**config.mk**
```make
export PLATFORM = sky130hd
export DESIGN_NAME = output_layer_argmax_tnndirect
export DESIGN_NICKNAME = d
export VERILOG_FILES = /design/src/rtl/output_layer_argmax_tnndirect.sv
export SDC_FILE = /design/constraint.sdc
export NUM_CORES = 1
export LEC_CHECK = 0
export CORE_UTILIZATION = 45
export CTS_CLUSTER_DIAMETER = 50
export DETAILED_ROUTE_END_ITERATION = 7
export DONT_BUFFER_PORTS = 1
export SLEW_MARGIN = 20
export SYNTH_ARGS = -nofsm -noshare
export SYNTH_HDL_FRONTEND = slang
export SYNTH_HIERARCHICAL = 1
export SYNTH_SLANG_ARGS = --single-unit
```
**constraint.sdc**
```tcl
create_clock -name clk -period 2.34 [get_ports clk]
set_input_delay 0.234 -clock clk [delete_from_list [all_inputs] [get_ports clk]]
set_output_delay 0.234 -clock clk [all_outputs]
set_load 0.05 [all_outputs]
```
**src/rtl/output_layer_argmax_tnndirect.sv**
```systemverilog
// Output layer of the direct ternary network: serial per-class score
// accumulation over hard-wired ternary weights, then serial argmax.
// Result is presented with a sticky done flag until reset.

// Per-class signed score accumulator.
module output_layer_argmax_tnndirect_cls #(
  parameter int                              HIDDEN_CNT = 4,
  parameter int                              CLASS_CNT  = 3,
  parameter int                              C          = 0,
  parameter logic [HIDDEN_CNT*CLASS_CNT-1:0] WEIGHTS    = '0,
  parameter logic [HIDDEN_CNT*CLASS_CNT-1:0] MASK       = '0,
  parameter int                              SW         = 4,
  parameter int                              HCW        = 2
) (
  input  logic                 clk,
  input  logic                 rst,
  input  logic                 i_clr,
  input  logic                 i_en,
  input  logic [HCW-1:0]       i_hcnt,
  input  logic                 i_h,
  output logic signed [SW-1:0] o_score,
  output logic signed [SW-1:0] o_score_nxt
);
  // This class's column of the weight/mask matrices, indexed by hidden index
  logic [HIDDEN_CNT-1:0] w_wcol;
  logic [HIDDEN_CNT-1:0] w_mcol;
  logic                  w_w;
  logic                  w_m;
  logic signed [SW-1:0]  w_contrib;
  logic signed [SW-1:0]  r_score;

  for (genvar h = 0; h < HIDDEN_CNT; h++) begin : g_col
    assign w_wcol[h] = WEIGHTS[h*CLASS_CNT+C];
    assign w_mcol[h] = MASK[h*CLASS_CNT+C];
  end

  assign w_w = w_wcol[i_hcnt];
  assign w_m = w_mcol[i_hcnt];

  // Ternary contribution: 0 when masked, +1 on sign agreement, else -1
  always_comb begin
    w_contrib = '0;
    if (w_m) w_contrib = (i_h ~^ w_w) ? SW'(1) : {SW{1'b1}};
  end

  assign o_score_nxt = r_score + w_contrib;
  assign o_score     = r_score;

  // Score register: cleared at run start, accumulates during ACC
  always_ff @(posedge clk or posedge rst) begin
    if (rst)        r_score <= '0;
    else if (i_clr) r_score <= '0;
    else if (i_en)  r_score <= o_score_nxt;
  end
endmodule

module output_layer_argmax_tnndirect #(
  parameter int                              HIDDEN_CNT = 4,
  parameter int                              CLASS_CNT  = 3,
  parameter logic [HIDDEN_CNT*CLASS_CNT-1:0] WEIGHTS    = '0,
  parameter logic [HIDDEN_CNT*CLASS_CNT-1:0] MASK       = '0
) (
  input  logic                         clk,
  input  logic                         rst,
  input  logic                         start,
  input  logic [HIDDEN_CNT-1:0]        hidden,
  output logic [$clog2(CLASS_CNT)-1:0] class_out,
  output logic                         done
);
  // Score width is derived; |score| <= HIDDEN_CNT so it never overflows
  localparam int SW  = $clog2(HIDDEN_CNT+1) + 1;
  localparam int HCW = (HIDDEN_CNT > 1) ? $clog2(HIDDEN_CNT) : 1;
  localparam int CCW = $clog2(CLASS_CNT);

  typedef enum logic [1:0] {IDLE, ACC, ARG, DONE} state_t;

  state_t                         r_state, w_state_nxt;
  logic [HIDDEN_CNT-1:0]          r_h;
  logic [HCW-1:0]                 r_hcnt;
  logic [CCW-1:0]                 r_ccnt;
  logic [CCW-1:0]                 r_best_idx;
  logic signed [SW-1:0]           r_best_val;
  logic [CCW-1:0]                 r_class_out;
  logic                           r_done;

  logic [CLASS_CNT-1:0][SW-1:0]   w_score;
  logic [CLASS_CNT-1:0][SW-1:0]   w_score_nxt;
  logic                           w_clr;
  logic                           w_acc;
  logic                           w_acc_last;
  logic                           w_arg_last;
  logic                           w_hbit;
  logic                           w_better;

  assign w_clr      = (r_state == IDLE) && start;
  assign w_acc      = (r_state == ACC);
  assign w_acc_last = (r_hcnt == HCW'(HIDDEN_CNT-1));
  assign w_arg_last = (r_ccnt == CCW'(CLASS_CNT-1));
  assign w_hbit     = r_h[r_hcnt];
  // Strict compare so ties keep the lower index
  assign w_better   = $signed(w_score[r_ccnt]) > r_best_val;

  for (genvar c = 0; c < CLASS_CNT; c++) begin : g_cls
    output_layer_argmax_tnndirect_cls #(
      .HIDDEN_CNT(HIDDEN_CNT), .CLASS_CNT(CLASS_CNT), .C(c),
      .WEIGHTS(WEIGHTS), .MASK(MASK), .SW(SW), .HCW(HCW)
    ) u_cls (
      .clk        (clk),
      .rst        (rst),
      .i_clr      (w_clr),
      .i_en       (w_acc),
      .i_hcnt     (r_hcnt),
      .i_h        (w_hbit),
      .o_score    (w_score[c]),
      .o_score_nxt(w_score_nxt[c])
    );
  end

  // State register
  always_ff @(posedge clk or posedge rst) begin
    if (rst) r_state <= IDLE;
    else     r_state <= w_state_nxt;
  end

  // Next-state logic; DONE is terminal until reset
  always_comb begin
    w_state_nxt = r_state;
    case (r_state)
      IDLE:    if (start)      w_state_nxt = ACC;
      ACC:     if (w_acc_last) w_state_nxt = ARG;
      ARG:     if (w_arg_last) w_state_nxt = DONE;
      default: w_state_nxt = DONE;
    endcase
  end

  // Datapath: capture, counters, running argmax and result registers
  always_ff @(posedge clk or posedge rst) begin
    if (rst) begin
      r_h         <= '0;
      r_hcnt      <= '0;
      r_ccnt      <= '0;
      r_best_idx  <= '0;
      r_best_val  <= '0;
      r_class_out <= '0;
      r_done      <= 1'b0;
    end else begin
      case (r_state)
        IDLE: if (start) begin
          r_h    <= hidden;
          r_hcnt <= '0;
        end
        ACC: if (w_acc_last) begin
          // Seed the argmax with class 0's post-update score
          r_best_idx <= '0;
          r_best_val <= $signed(w_score_nxt[0]);
          r_ccnt     <= CCW'(1);
        end else begin
          r_hcnt <= r_hcnt + HCW'(1);
        end
        ARG: begin
          if (w_better) begin
            r_best_idx <= r_ccnt;
            r_best_val <= $signed(w_score[r_ccnt]);
          end
          if (w_arg_last) begin
            r_class_out <= w_better ? r_ccnt : r_best_idx;
            r_done      <= 1'b1;
          end else begin
            r_ccnt <= r_ccnt + CCW'(1);
          end
        end
        default: ;
      endcase
    end
  end

  assign class_out = r_class_out;
  assign done      = r_done;
endmodule

```
After elaboration in Yosys (flattened, before gate mapping) --
Index checks and enable logic that the tools add are counted.
Operators by class: add/sub/neg operators 5, $lt $le $gt $ge 3, equality and inequality tests 10, multiplexer cells 30, bitwise gates (word level) 1, reductions and logical operators 12
Operators by type and width (count):
- two-way mux 4 bit | 11
- two-way mux 2 bit | 9
- adder 4 bit | 3
- inequality test 2 bit (second input constant) | 6
- case mux 2 bit (2 select lines) | 3
- AND reduction 3 bit | 4
- binary-select mux 4 bit (select 2 bit) | 1
- case mux 4 bit (2 select lines) | 1
- == test 2 bit (second input constant) | 3
- < comparator 2 x 3 -> 1 bit (second input constant) | 2
- case mux 2 bit (3 select lines) | 1
- AND reduction 2 bit | 3
- nonzero test 2 bit | 3
- adder 2 x 1 -> 2 bit (second input constant) | 2
- binary-select mux 1 bit (select 2 bit) | 2
- greater-than comparator 4 bit | 1
- == test 2 x 1 -> 1 bit (second input constant) | 1
- logical NOT 2 bit | 1
- two-way mux 1 bit | 2
- logical AND 1 bit | 1
- XNOR 1 bit | 1
Storage, ports and cells: register bits after elaboration 31, input bits 7, output and inout port bits 3, word-level logic and storage cells 72

Longest topological paths before layout --
word-level depth 8, gate-level depth with buffers 10, gate-level depth less buffers 9

By module --
The synthesis kept the hierarchy.
By module, submodules not included:
- output_layer_argmax_tnndirect | instances 1, cells an instance 106, area each 1137.3 sq um
- output_layer_argmax_tnndirect_cls | instances 3, cells an instance 9, area each 63.8 sq um

Worst setup path before layout --
Ideal clock, no wire load.
kind register to register, from reg r_best_val[3], to reg r_best_val[0], library setup time 0.125 ns, arrival 1.587 ns, path slack 0.628 ns, cell stages (with the launch flop) 8, path buffers 0, cell sequence dfrtp_1 inv_1 ha_1 nand4_1 o21ai_2 a31oi_4 a31oi_4 mux2_4
Between the ends: longest elaborated chain between the ends 3
Ends and longest elaborated chain:
- from (decl) | RTL line 82 | logic signed [SW-1:0] r_best_val;
- from (signal assigned) | RTL line 155 | r_best_val <= $signed(w_score_nxt[0]);
- from (signal assigned) | RTL line 163 | r_best_val <= $signed(w_score[r_ccnt]);
- greater-than comparator 4 bit | RTL line 101 | assign w_better = $signed(w_score[r_ccnt]) > r_best_val;
- inequality test 2 bit (no line)
- AND reduction 3 bit (no line)
Every way passes these cells. A chain may end at the register's enable or synchronous reset.

Worst setup path after layout --
Same ends and word-level chain as after synthesis.

==> results.yml <==
route:
  vias: 696
  drt-pass1-iter-count: 4
  drc: 0
  ant_nets: 0
  drt-initial-drc-count: 11
  vias_per_cell: 4.901
  wl_um: 1650
  routedWlPerCell_um: 11.62
worst_setup_path:
  worst-setup-path-type: "reg2reg"
  arrival_ns: 2.04
  worst_setup_path_end_kind: "flip-flop"
  path_max_fanout: 7
  start_kind: "flip-flop"
  critical_path_required_ns: 2.52
power:
  p_leak_nw: 0.5486
  p_per_area_nw_per_um2: 578.2
  swShare: 0.3332
  p_clk_frac: 0.235
  p_int_uw: 416.3
  power_switching_uw: 208.0
  p_comb_frac: 0.246
  pwr-share-seq: 0.519
  peakVddDrop_uv: 234.2
floorplan:
  fp-row-count: 17
  initial_utilization: 0.4867
  die_area_sq_um: 2640
  num_io_pins: 10
  core_region_area_sq_um: 2255
  die_w_um: 51.38
  die_h_um: 51.38
grt:
  grt_max_degree: 16
  grt_antenna_before_repair: 0
  grt_pass1_wl_um: 2953
  grt_pass1_vias: 680
  track_usage: 0.1521
  overflow: 0
cts:
  postCtsResizedCells: 0
  cts.sinks: 15
  insertion_delay_ns: 0.28
  clk_pin_slew_worst_paths_ns: 0.09
  numCtsBuffers: 3
  cts_tree: "yes"
  cts-htree-levels: 1
  clockBufferDepth: 2
  root_buffer: "clkbuf_4"
cells_and_area:
  mostFrequentLayoutCell: "conb_1"
  nets: 128
  layout_common_cells: "16 x conb_1, 15 x dfrtp_1, 12 x mux2i_1"
  num_antenna_cells: 0
  area_growth_pct: -1.596
  fill_cells: 249
  drive_above_1_share: 0.1228
  postLayoutCellArea_sq_um: 1080
status:
  outcome: "finished clean"
logic_synthesis:
  syn_avg_cell_area_sq_um: 9.542
  synth_cells: 115
  yosysWarningCount: 6
  syn_area_sq_um: 1097
sta:
  setup_viol: 0
  finClkSkew_ns: 0.004108
  rsz0062_at_grt: "false"
  fin_crit_ns: 1.859
  finalHoldViolations: 0
  period_share: 0.7943
  relSlewSlack: 0.6242
  slew_violations: 0
  maxClockFrequency_ghz: 0.5380
  fin_tns_setup_ns: 0
  whs_ns: 0.1533
  worst_pin_slew_ns: 0.5631
place:
  portBuffers: 0
  routabilityCongestion: 0.7285
  postPlaceCellArea_sq_um: 1044
  dpl.hpwl_um: 1267
hold_path:
  hp-class: "in2reg"
job:
  drv_cap: 0
## metal layers
layer	routed length, um	vias up	global-route usage
met5	0	-	0
met4	34	0	0.06757
met3	29	5	0.02976
met2	769	7	0.2468
met1	816	321	0.1937
li1	-	363	-
## power groups by stage
stage / Sequential (mW) / Clock [mW] / Combinational (mW)
CTS: 0.325 / 0.151 / 0.152
finish: 0.324 / 0.147 / 0.153
floorplan: 0.326 / 0 / 0.151
detailed placement: 0.330 / 0 / 0.151
global route: 0.327 / 0.162 / 0.174
global placement: 0.329 / 0 / 0.147
## flip-flops by register name, indices dropped and copies added, names as in the netlist
signal / cells
r_state: 2
r_ccnt: 2
class_out: 2
r_best_idx: 2
r_best_val: 4
done: 1
r_hcnt: 2
## what timing repair did
action / CTS / global route
buffers inserted: 0 / 0
endpoints found under the hold margin: 15 / 0
hold buffers: 1 / 0
## through the flow
step           total power [mW]  utilization  instances  worst slack (ns)
2_1_floorplan            0.4775            -        128            0.6276
3_3_place_gp             0.4766       0.4628        137            0.5065
3_5_place_dp             0.4812       0.4628        137            0.4784
4_1_cts                  0.6284       0.4789        142            0.4729
5_1_grt                  0.6630       0.4789        142            0.3738
6_report                 0.6243       0.4789        142            0.4813
## cell type report
type	instances	area (sq um)	area share
Multi-Input combinational cell	86	603.1	0.5585
Timing Repair Buffer	1	10.01	0.009270
Tap cell	28	35.03	0.03244
Clock buffer	4	26.28	0.02433
Sequential cell	15	375.4	0.3476
Inverter	8	30.03	0.02781
## worst max-delay path, stage by stage, from the launching register on
cell and delay (ns):
dfrtp_1 0.33, inv_1 0.05, ha_1 0.36, nand4_1 0.14, o21ai_2 0.08, a31oi_4 0.30
a31oi_4 0.17, mux2_4 0.33
## worst paths after layout
| check | from | endpoint | slack [ns] | cells past startpoint |
|---|---|---|---|---|
| max | r_best_val[3] | r_best_val[0] | 0.48 | 7 |
| min | start | r_state[0] | 0.15 | 2 |
| max reg2reg | r_best_val[3] | r_best_val[0] | 0.48 | 7 |
| min reg2reg | r_hcnt[1] | r_hcnt[1] | 0.53 | 1 |
| max in group asynchronous | rst | r_state[1] | 1.53 | 2 |
| min in group asynchronous | rst | r_best_val[0] | 0.44 | 2 |
Power figures use the tool's default switching activity.
